`src/rtl/mips_mc_pkg.sv`:
```
// Shared definitions for the multi-cycle MIPS control unit.
//   state_t        : coarse FSM state, encoding visible on the state output
//   instr_class_t  : instruction class latched when leaving ID
//   OP_*/FN_*      : opcode and R-type funct encodings
//   ALU_*          : alu_control codes driven to the datapath ALU
package mips_mc_pkg;

  typedef enum logic [2:0] {
    S_IF = 3'd0,
    S_ID = 3'd1,
    S_EX = 3'd2,
    S_MA = 3'd3,
    S_WB = 3'd4
  } state_t;

  typedef enum logic [2:0] {
    CLS_NOP,
    CLS_RTYPE,
    CLS_LW,
    CLS_SW,
    CLS_BEQ,
    CLS_ADDI,
    CLS_J
  } instr_class_t;

  localparam logic [5:0] OP_RTYPE = 6'h00;
  localparam logic [5:0] OP_LW    = 6'h23;
  localparam logic [5:0] OP_SW    = 6'h2B;
  localparam logic [5:0] OP_BEQ   = 6'h04;
  localparam logic [5:0] OP_ADDI  = 6'h08;
  localparam logic [5:0] OP_J     = 6'h02;

  localparam logic [5:0] FN_ADD = 6'h20;
  localparam logic [5:0] FN_SUB = 6'h22;
  localparam logic [5:0] FN_AND = 6'h24;
  localparam logic [5:0] FN_OR  = 6'h25;
  localparam logic [5:0] FN_SLT = 6'h2A;

  localparam logic [2:0] ALU_ADD = 3'b010;
  localparam logic [2:0] ALU_SUB = 3'b110;
  localparam logic [2:0] ALU_AND = 3'b000;
  localparam logic [2:0] ALU_OR  = 3'b001;
  localparam logic [2:0] ALU_SLT = 3'b111;

  // Unsupported opcodes map to CLS_NOP, which doubles as the illegal marker.
  function automatic instr_class_t decode_class(input logic [5:0] op);
    case (op)
      OP_RTYPE: return CLS_RTYPE;
      OP_LW:    return CLS_LW;
      OP_SW:    return CLS_SW;
      OP_BEQ:   return CLS_BEQ;
      OP_ADDI:  return CLS_ADDI;
      OP_J:     return CLS_J;
      default:  return CLS_NOP;
    endcase
  endfunction

endpackage

```
`src/rtl/mips_mc_control_unit_if.sv`:
```
// Control-unit <-> datapath bundle.
//   master : control unit (consumes IR fields and zero flag, drives all controls)
//   slave  : datapath side (drives IR fields and zero flag, consumes controls)
interface mips_mc_control_unit_if #(
  parameter int CNT_W = 32
);
  logic [5:0]       opcode;
  logic [5:0]       funct;
  logic             zero;
  logic [2:0]       state;
  logic             pc_en;
  logic [1:0]       pc_src;
  logic             iord;
  logic             mem_write;
  logic             ir_write;
  logic             reg_dst;
  logic             mem_to_reg;
  logic             reg_write;
  logic             alu_src_a;
  logic [1:0]       alu_src_b;
  logic [2:0]       alu_control;
  logic             illegal_op;
  logic [CNT_W-1:0] instr_count;

  modport master (
    input  opcode, funct, zero,
    output state, pc_en, pc_src, iord, mem_write, ir_write, reg_dst, mem_to_reg,
           reg_write, alu_src_a, alu_src_b, alu_control, illegal_op, instr_count
  );

  modport slave (
    output opcode, funct, zero,
    input  state, pc_en, pc_src, iord, mem_write, ir_write, reg_dst, mem_to_reg,
           reg_write, alu_src_a, alu_src_b, alu_control, illegal_op, instr_count
  );
endinterface

```
`src/rtl/mips_alu_decoder.sv`:
```
// ALU control decode for the multi-cycle control unit.
//   cls_i           : latched instruction class
//   funct_i         : IR[5:0]
//   state_i         : current FSM state
//   alu_control_o   : ALU operation code
//   funct_illegal_o : funct is not one of the supported R-type operations
// Only EX of R-type and BEQ uses anything other than add.
module mips_alu_decoder
  import mips_mc_pkg::*;
(
  input  instr_class_t cls_i,
  input  logic [5:0]   funct_i,
  input  state_t       state_i,
  output logic [2:0]   alu_control_o,
  output logic         funct_illegal_o
);
  logic [2:0] fn_ctrl;

  always_comb begin
    fn_ctrl         = ALU_ADD;
    funct_illegal_o = 1'b0;
    case (funct_i)
      FN_ADD:  fn_ctrl = ALU_ADD;
      FN_SUB:  fn_ctrl = ALU_SUB;
      FN_AND:  fn_ctrl = ALU_AND;
      FN_OR:   fn_ctrl = ALU_OR;
      FN_SLT:  fn_ctrl = ALU_SLT;
      default: funct_illegal_o = 1'b1;
    endcase

    alu_control_o = ALU_ADD;
    if (state_i == S_EX) begin
      if (cls_i == CLS_RTYPE)    alu_control_o = fn_ctrl;
      else if (cls_i == CLS_BEQ) alu_control_o = ALU_SUB;
    end
  end
endmodule

```
`src/rtl/mips_mc_control_unit.sv`:
```
// Multi-cycle MIPS control unit: walks each instruction through IF/ID/EX/MA/WB
// and drives the datapath enables/selects; counts retired instructions.
//   clk   : system clock
//   reset : synchronous, active-high; outputs held inactive while asserted
//   bus   : master side of mips_mc_control_unit_if (IR fields/zero in, controls out)
//
// state | meaning
// IF    | fetch: IR <= mem[PC], PC <= PC+4
// ID    | decode: branch target into ALUOut, legality check
// EX    | execute / address calc / branch / jump
// MA    | memory access (lw read, sw write)
// WB    | register write-back
module mips_mc_control_unit
  import mips_mc_pkg::*;
#(
  parameter int CNT_W = 32
) (
  input logic                    clk,
  input logic                    reset,
  mips_mc_control_unit_if.master bus
);
  state_t           state_q, state_d;
  instr_class_t     cls_q, cls_d;
  logic [CNT_W-1:0] count_q, count_d;
  logic             retire;
  instr_class_t     id_cls;
  logic             id_illegal;
  logic             funct_illegal;
  logic [2:0]       alu_ctrl;

  mips_alu_decoder u_alu_dec (
    .cls_i           (cls_q),
    .funct_i         (bus.funct),
    .state_i         (state_q),
    .alu_control_o   (alu_ctrl),
    .funct_illegal_o (funct_illegal)
  );

  assign id_cls     = decode_class(bus.opcode);
  assign id_illegal = (id_cls == CLS_NOP) || ((id_cls == CLS_RTYPE) && funct_illegal);

  always_comb begin
    state_d = S_IF;
    cls_d   = cls_q;
    retire  = 1'b0;
    case (state_q)
      S_IF: state_d = S_ID;
      S_ID: begin
        if (id_illegal) begin
          cls_d = CLS_NOP;
        end else begin
          state_d = S_EX;
          cls_d   = id_cls;
        end
      end
      S_EX: begin
        case (cls_q)
          CLS_LW, CLS_SW:     state_d = S_MA;
          CLS_RTYPE, CLS_ADDI: state_d = S_WB;
          CLS_BEQ, CLS_J:     retire  = 1'b1;
          default:            ;
        endcase
      end
      S_MA: begin
        if (cls_q == CLS_LW)      state_d = S_WB;
        else if (cls_q == CLS_SW) retire  = 1'b1;
      end
      S_WB:    retire = 1'b1;
      default: ;
    endcase
    count_d = count_q + CNT_W'(retire);
  end

  always_ff @(posedge clk) begin
    if (reset) begin
      state_q <= S_IF;
      cls_q   <= CLS_NOP;
      count_q <= '0;
    end else begin
      state_q <= state_d;
      cls_q   <= cls_d;
      count_q <= count_d;
    end
  end

  // Moore decode of state+class; only pc_en in BEQ EX looks at zero directly.
  always_comb begin
    bus.pc_en       = 1'b0;
    bus.pc_src      = 2'd0;
    bus.iord        = 1'b0;
    bus.mem_write   = 1'b0;
    bus.ir_write    = 1'b0;
    bus.reg_dst     = 1'b0;
    bus.mem_to_reg  = 1'b0;
    bus.reg_write   = 1'b0;
    bus.alu_src_a   = 1'b0;
    bus.alu_src_b   = 2'd0;
    bus.alu_control = 3'b000;
    bus.illegal_op  = 1'b0;
    if (!reset) begin
      case (state_q)
        S_IF: begin
          bus.ir_write    = 1'b1;
          bus.alu_src_b   = 2'd1;
          bus.pc_en       = 1'b1;
          bus.alu_control = alu_ctrl;
        end
        S_ID: begin
          bus.alu_src_b   = 2'd3;
          bus.alu_control = alu_ctrl;
          bus.illegal_op  = id_illegal;
        end
        S_EX: begin
          bus.alu_control = alu_ctrl;
          case (cls_q)
            CLS_LW, CLS_SW, CLS_ADDI: begin
              bus.alu_src_a = 1'b1;
              bus.alu_src_b = 2'd2;
            end
            CLS_RTYPE: bus.alu_src_a = 1'b1;
            CLS_BEQ: begin
              bus.alu_src_a = 1'b1;
              bus.pc_src    = 2'd1;
              bus.pc_en     = bus.zero;
            end
            CLS_J: begin
              bus.pc_src = 2'd2;
              bus.pc_en  = 1'b1;
            end
            default: ;
          endcase
        end
        S_MA: begin
          bus.iord        = 1'b1;
          bus.mem_write   = (cls_q == CLS_SW);
          bus.alu_control = alu_ctrl;
        end
        S_WB: begin
          bus.reg_write   = 1'b1;
          bus.reg_dst     = (cls_q == CLS_RTYPE);
          bus.mem_to_reg  = (cls_q == CLS_LW);
          bus.alu_control = alu_ctrl;
        end
        default: ;
      endcase
    end
  end

  assign bus.state       = state_q;
  assign bus.instr_count = count_q;
endmodule

```
`src/flat_wrapper.sv`:
```
// flat-port wrapper written by rule: the top's interface ports become plain ports
module mips_mc_control_unit_flat import mips_mc_pkg::*;
#(
  parameter int CNT_W = 32
)
  (clk, reset, bus_opcode, bus_funct, bus_zero, bus_state, bus_pc_en, bus_pc_src, bus_iord, bus_mem_write, bus_ir_write, bus_reg_dst, bus_mem_to_reg, bus_reg_write, bus_alu_src_a, bus_alu_src_b, bus_alu_control, bus_illegal_op, bus_instr_count);
  mips_mc_control_unit_if #(.CNT_W(CNT_W)) bus_i ();
  input logic clk;
  input logic reset;
  input wire logic [$bits(bus_i.opcode)-1:0] bus_opcode;
  input wire logic [$bits(bus_i.funct)-1:0] bus_funct;
  input wire logic [$bits(bus_i.zero)-1:0] bus_zero;
  output wire logic [$bits(bus_i.state)-1:0] bus_state;
  output wire logic [$bits(bus_i.pc_en)-1:0] bus_pc_en;
  output wire logic [$bits(bus_i.pc_src)-1:0] bus_pc_src;
  output wire logic [$bits(bus_i.iord)-1:0] bus_iord;
  output wire logic [$bits(bus_i.mem_write)-1:0] bus_mem_write;
  output wire logic [$bits(bus_i.ir_write)-1:0] bus_ir_write;
  output wire logic [$bits(bus_i.reg_dst)-1:0] bus_reg_dst;
  output wire logic [$bits(bus_i.mem_to_reg)-1:0] bus_mem_to_reg;
  output wire logic [$bits(bus_i.reg_write)-1:0] bus_reg_write;
  output wire logic [$bits(bus_i.alu_src_a)-1:0] bus_alu_src_a;
  output wire logic [$bits(bus_i.alu_src_b)-1:0] bus_alu_src_b;
  output wire logic [$bits(bus_i.alu_control)-1:0] bus_alu_control;
  output wire logic [$bits(bus_i.illegal_op)-1:0] bus_illegal_op;
  output wire logic [$bits(bus_i.instr_count)-1:0] bus_instr_count;
  assign bus_i.opcode = bus_opcode;
  assign bus_i.funct = bus_funct;
  assign bus_i.zero = bus_zero;
  assign bus_state = bus_i.state;
  assign bus_pc_en = bus_i.pc_en;
  assign bus_pc_src = bus_i.pc_src;
  assign bus_iord = bus_i.iord;
  assign bus_mem_write = bus_i.mem_write;
  assign bus_ir_write = bus_i.ir_write;
  assign bus_reg_dst = bus_i.reg_dst;
  assign bus_mem_to_reg = bus_i.mem_to_reg;
  assign bus_reg_write = bus_i.reg_write;
  assign bus_alu_src_a = bus_i.alu_src_a;
  assign bus_alu_src_b = bus_i.alu_src_b;
  assign bus_alu_control = bus_i.alu_control;
  assign bus_illegal_op = bus_i.illegal_op;
  assign bus_instr_count = bus_i.instr_count;
  mips_mc_control_unit #(.CNT_W(CNT_W)) u_core (.clk(clk), .reset(reset), .bus(bus_i));
endmodule
```
`config.mk`:
```
export PLATFORM = sky130hd
export DESIGN_NAME = mips_mc_control_unit_flat
export DESIGN_NICKNAME = d
export VERILOG_FILES = /design/src/rtl/mips_mc_pkg.sv /design/src/rtl/mips_mc_control_unit_if.sv /design/src/rtl/mips_alu_decoder.sv /design/src/rtl/mips_mc_control_unit.sv /design/src/flat_wrapper.sv
export SDC_FILE = /design/constraint.sdc
export NUM_CORES = 1
export LEC_CHECK = 0
export CAP_MARGIN = 20
export CORE_AREA = 2 2 59 89
export CTS_CLUSTER_SIZE = 30
export DETAILED_ROUTE_END_ITERATION = 10
export DIE_AREA = 0 0 61 91
export PLACE_DENSITY = 0.89
export SETUP_SLACK_MARGIN = 0.15
export SLEW_MARGIN = 5
export SYNTH_ARGS = -nofsm -noshare
export SYNTH_HDL_FRONTEND = slang
export SYNTH_SLANG_ARGS = --single-unit
```
`constraint.sdc`:
```
create_clock -name clk -period 2.9 [get_ports clk]
set_input_delay 0.725 -clock clk [delete_from_list [all_inputs] [get_ports clk]]
set_output_delay 0.725 -clock clk [all_outputs]
set_load 0.01 [all_outputs]
```
==> summary.md <==
| Metric | Value |
|---|---|
| Dpl ws | `-0.615 ns` |
| Final WS setup | `0.108 ns` |
| Post-synthesis cell type count | `47` |
| CP Capture Type | `output port` |
| Avg WL per Cell | `15.5 um` |
| I/O Pins | `66` |
| Final setup viols | `0` |
| Tot Pwr | `1010 uW` |
| GP Congestion | `0.894` |
| Starting DRT DRC Count | `106` |
| FF-to-FF path depth | `9` |
| Vias in the first global route | `2200` |
| Synth warn | `0` |
| Ys flop type | `dfxtp_1` |
| Total routed wirelength | `6410 um` |
| Num CTS Buffers | `5` |
| Clock Power Share | `0.373` |
| RR Endpoint | `u_core.bus.instr_count[31]` |
| Final std cells w/o fill | `414` |
| Largest area contributor in the netlist | `dfxtp_1` |
| Via count | `2339` |
| Nets | `364` |
| Status | `finished, final reports clean` |
| Slew HR | `0.682` |
| Largest cells by area after synthesis | `dfxtp_1 (35%), nor2_1 (5.3%), nor2b_1 (4.0%), mux2_2 (3.6%), a21oi_1 (3.2%)` |
| Syn Inst Count | `262` |
| P per Cell Area | `315 nW/um^2` |
| Final hold slack | `0.504 ns` |
| Critical path required time | `2.17 ns` |
| Unrepaired setup endpoints after global routing | `true` |
| Hold EP | `u_core.bus.instr_count[23]` |
| DRC errors left | `0` |
| # clock sinks | `38` |
| CP Class | `in -> out` |
| Area delta synth->final | `47.5%` |
| Antenna-violating nets left | `0` |
| Synth async-reset ratio | `0` |
| Max-cap viol count | `0` |
| Crit share post-route | `0.963` |
| Int Power | `767 uW` |
| Reg power frac | `0.521` |
| EDFF count, synth | `0` |
| Clock slew at reported path FFs | `0.08 ns` |
| GRT Residual Overflow | `0` |
| Seq/Total Area, Yosys | `0.349` |
| Tot GR Track Use | `0.231` |
| Num rows | `31` |
| Layout cells sized above 1 | `0.201` |
| Die Y-Extent | `91 um` |
| CP cell instances | `clkbuf_2 -> or3_4 -> a2111oi_4 -> a211oi_2 -> and3_1 -> buf_2` |
| Worst EP arrival | `2.07 ns` |
| CTS tree | `built` |
| Final number of hold-violating endpoints | `0` |
| Mean Syn Cell Area | `8.31 sq um` |
| Slew @ Worst Pin | `0.478 ns` |
| Worst skew pair latency | `0.30 ns` |
| Cell Area, Synth | `2180 sq um` |
| Largest net degree at the start of global routing | `30` |
| Max Freq | `358 MHz` |
| CP Buf/Inv Count | `2` |
| Max IR drop VDD | `0.255 mV` |
| H-tree depth | `2` |
| Starting density of the core | `0.457` |
| Area fraction of the dominant cell type after synthesis | `0.349` |
| First-pass GRT wire length | `9950 um` |
| Min-delay src | `u_core.bus.instr_count[23]` |
| Net Sw Frac | `0.243` |
| Hpwl dp | `4110 um` |
| DIE AREA | `5550 sq um` |
| Combinational Power Share | `0.106` |
| Startpoint types | `primary input` |
| # diodes | `0` |
| Layout Skew | `0.00792 ns` |
| Psw | `246 uW` |
| Dpl cells | `400` |
| Pleak | `0.00128 uW` |
| Chip width | `61 um` |
| Crit path depth | `6` |
| Router iterations before antenna repair | `4` |
| CP max FO | `3` |
| Minimum clock period | `2.79 ns` |
| Bufs on Longest Clock Path | `2` |
| Core Area | `4770 sq um` |
| Root Driver | `clkbuf_8` |
| Hold crit path type | `reg -> reg` |
| CP top delay family | `simple AND/OR/NAND/NOR gates` |
| Reg2Reg Launch Point | `u_core.cls_q[2]` |
| Syn_nets | `279` |
| Vias/cell | `5.65` |
| Antenna violations before repair | `0` |
| Port Buffers | `65` |
| Max-slew violations | `0` |
| Slowest-stage cell, CP | `or3_4` |
| R2R setup slack | `0.38 ns` |
| Flops & latches, synth | `38` |
| Worst Hold Depth | `2` |
| Worst stage delay on the critical path | `0.42 ns` |
flip-flops by register name, summed over array words and instances, names as in the netlist:
| name | cells |
|---|---|
| u_core.bus.instr_count | 32 |
| u_core.bus.state | 3 |
| u_core.cls_q | 3 |
how the worst max path moves through the flow:
stage	from	to
floorplan	u_core.bus.state[0]	u_core.bus.instr_count[31]
global placement	bus_opcode[0]	bus_illegal_op
detailed placement	bus_opcode[0]	bus_illegal_op
CTS	bus_opcode[3]	bus_illegal_op
global route	bus_opcode[0]	bus_illegal_op
finish	bus_opcode[0]	bus_illegal_op
layout make-up:
type / count / area [sq um]
clock inverters: 1 / 5.00
fillers: 371 / 1560
repair buffers: 92 / 827
flip-flops and latches: 38 / 761
well taps: 66 / 82.6
inverters: 7 / 26.3
multi-input cells: 203 / 1430
clock buffers: 7 / 86.3
tightest hold or removal path, delay by kind of cell, from the launching register on:
kind            cells  cell delay (ns)
flops               1             0.33
compound gates      2             0.13
cells in the final DEF, fill, tap and decap left out, types with 2 or more instances in the layout:
cell type / n
nand2_4: 2
mux2_1: 2
a211oi_2: 3
xor2_1: 8
a211oi_1: 2
a31oi_1: 2
nor4b_2: 2
nand4_1: 7
a21oi_1: 14
or3_1: 6
dlymetal6s2s_1: 5
nand2_1: 17
clkdlybuf4s50_1: 40
mux2_2: 7
nor2b_1: 13
nand2b_1: 5
dfxtp_1: 38
or3_4: 2
buf_2: 4
o21ai_0: 11
and4_1: 4
clkbuf_2: 2
nor2_2: 2
nor2_1: 29
buf_6: 2
and3_1: 4
nor3_1: 8
clkbuf_8: 6
or4_1: 6
o31ai_1: 6
xnor2_1: 2
inv_1: 7
ha_1: 2
buf_4: 25
and2_1: 2
nor4_1: 3
dlygate4sd2_1: 13
nand4_4: 2
nand3_1: 10
timing repair:
action                     in CTS  in global routing
setup endpoints to repair      16                  7
cloned                          0                  0
pin swaps                       8                 10
buffers inserted                4                  2
resized for setup              46                 17
hold buffers                    0                  0
cells by family after synthesis:
| kind of cell | count (synthesis) | share of synthesized area |
|---|---|---|
| AO/OA/AOI/OAI | 45 | 0.130 |
| multiplexers | 10 | 0.0511 |
| XOR/XNOR | 10 | 0.0402 |
| AND/OR/NAND/NOR | 136 | 0.372 |
| buffers and inverters | 21 | 0.0465 |
| flip-flops | 38 | 0.349 |
| adder cells (fa/ha/maj) | 2 | 0.0115 |
cell usage after synthesis, types with 3 or more instances:
master	number
clkbuf_1	9
or3_1	8
nor2_1	31
nand2b_1	5
buf_6	3
nor4_1	3
o31ai_1	6
inv_1	7
xor2_1	8
o21ai_0	11
or4_1	6
a211oi_1	6
nand3_1	10
dfxtp_1	38
and3_1	4
nand2_1	17
nor3_1	9
and4_1	4
mux2_2	7
nor2b_1	14
nand4_1	7
a21oi_1	14
per-stage QoR:
stage	utilization	area, sq um	TNS (ns)
after floorplan	-	2180	0
after global placement	0.628	2990	-2.60
after detailed placement	0.628	2990	-3.03
after CTS	0.661	3150	-0.0894
after global routing	0.673	3210	0
final	0.673	3210	0
metal layers:
| layer | vias up | part of all wire | GRT usage |
|---|---|---|---|
| met2 | 96 | 0.55 | 0.399 |
| met4 | 0 | 0.038 | 0.118 |
| met3 | 23 | 0.043 | 0.0499 |
| li1 | 1124 | - | - |
| met1 | 1096 | 0.37 | 0.253 |
| met5 | - | 0 | 0 |
power groups by stage:
stage	clock network [uW]	registers, uW	logic, uW
final	378	528	108
after global routing	404	528	115
after CTS	383	527	99.2
after detailed placement	0	539	95.2
after global placement	0	539	92.1
after floorplan	0	537	39.2
(Power assumes the default switching activity.)
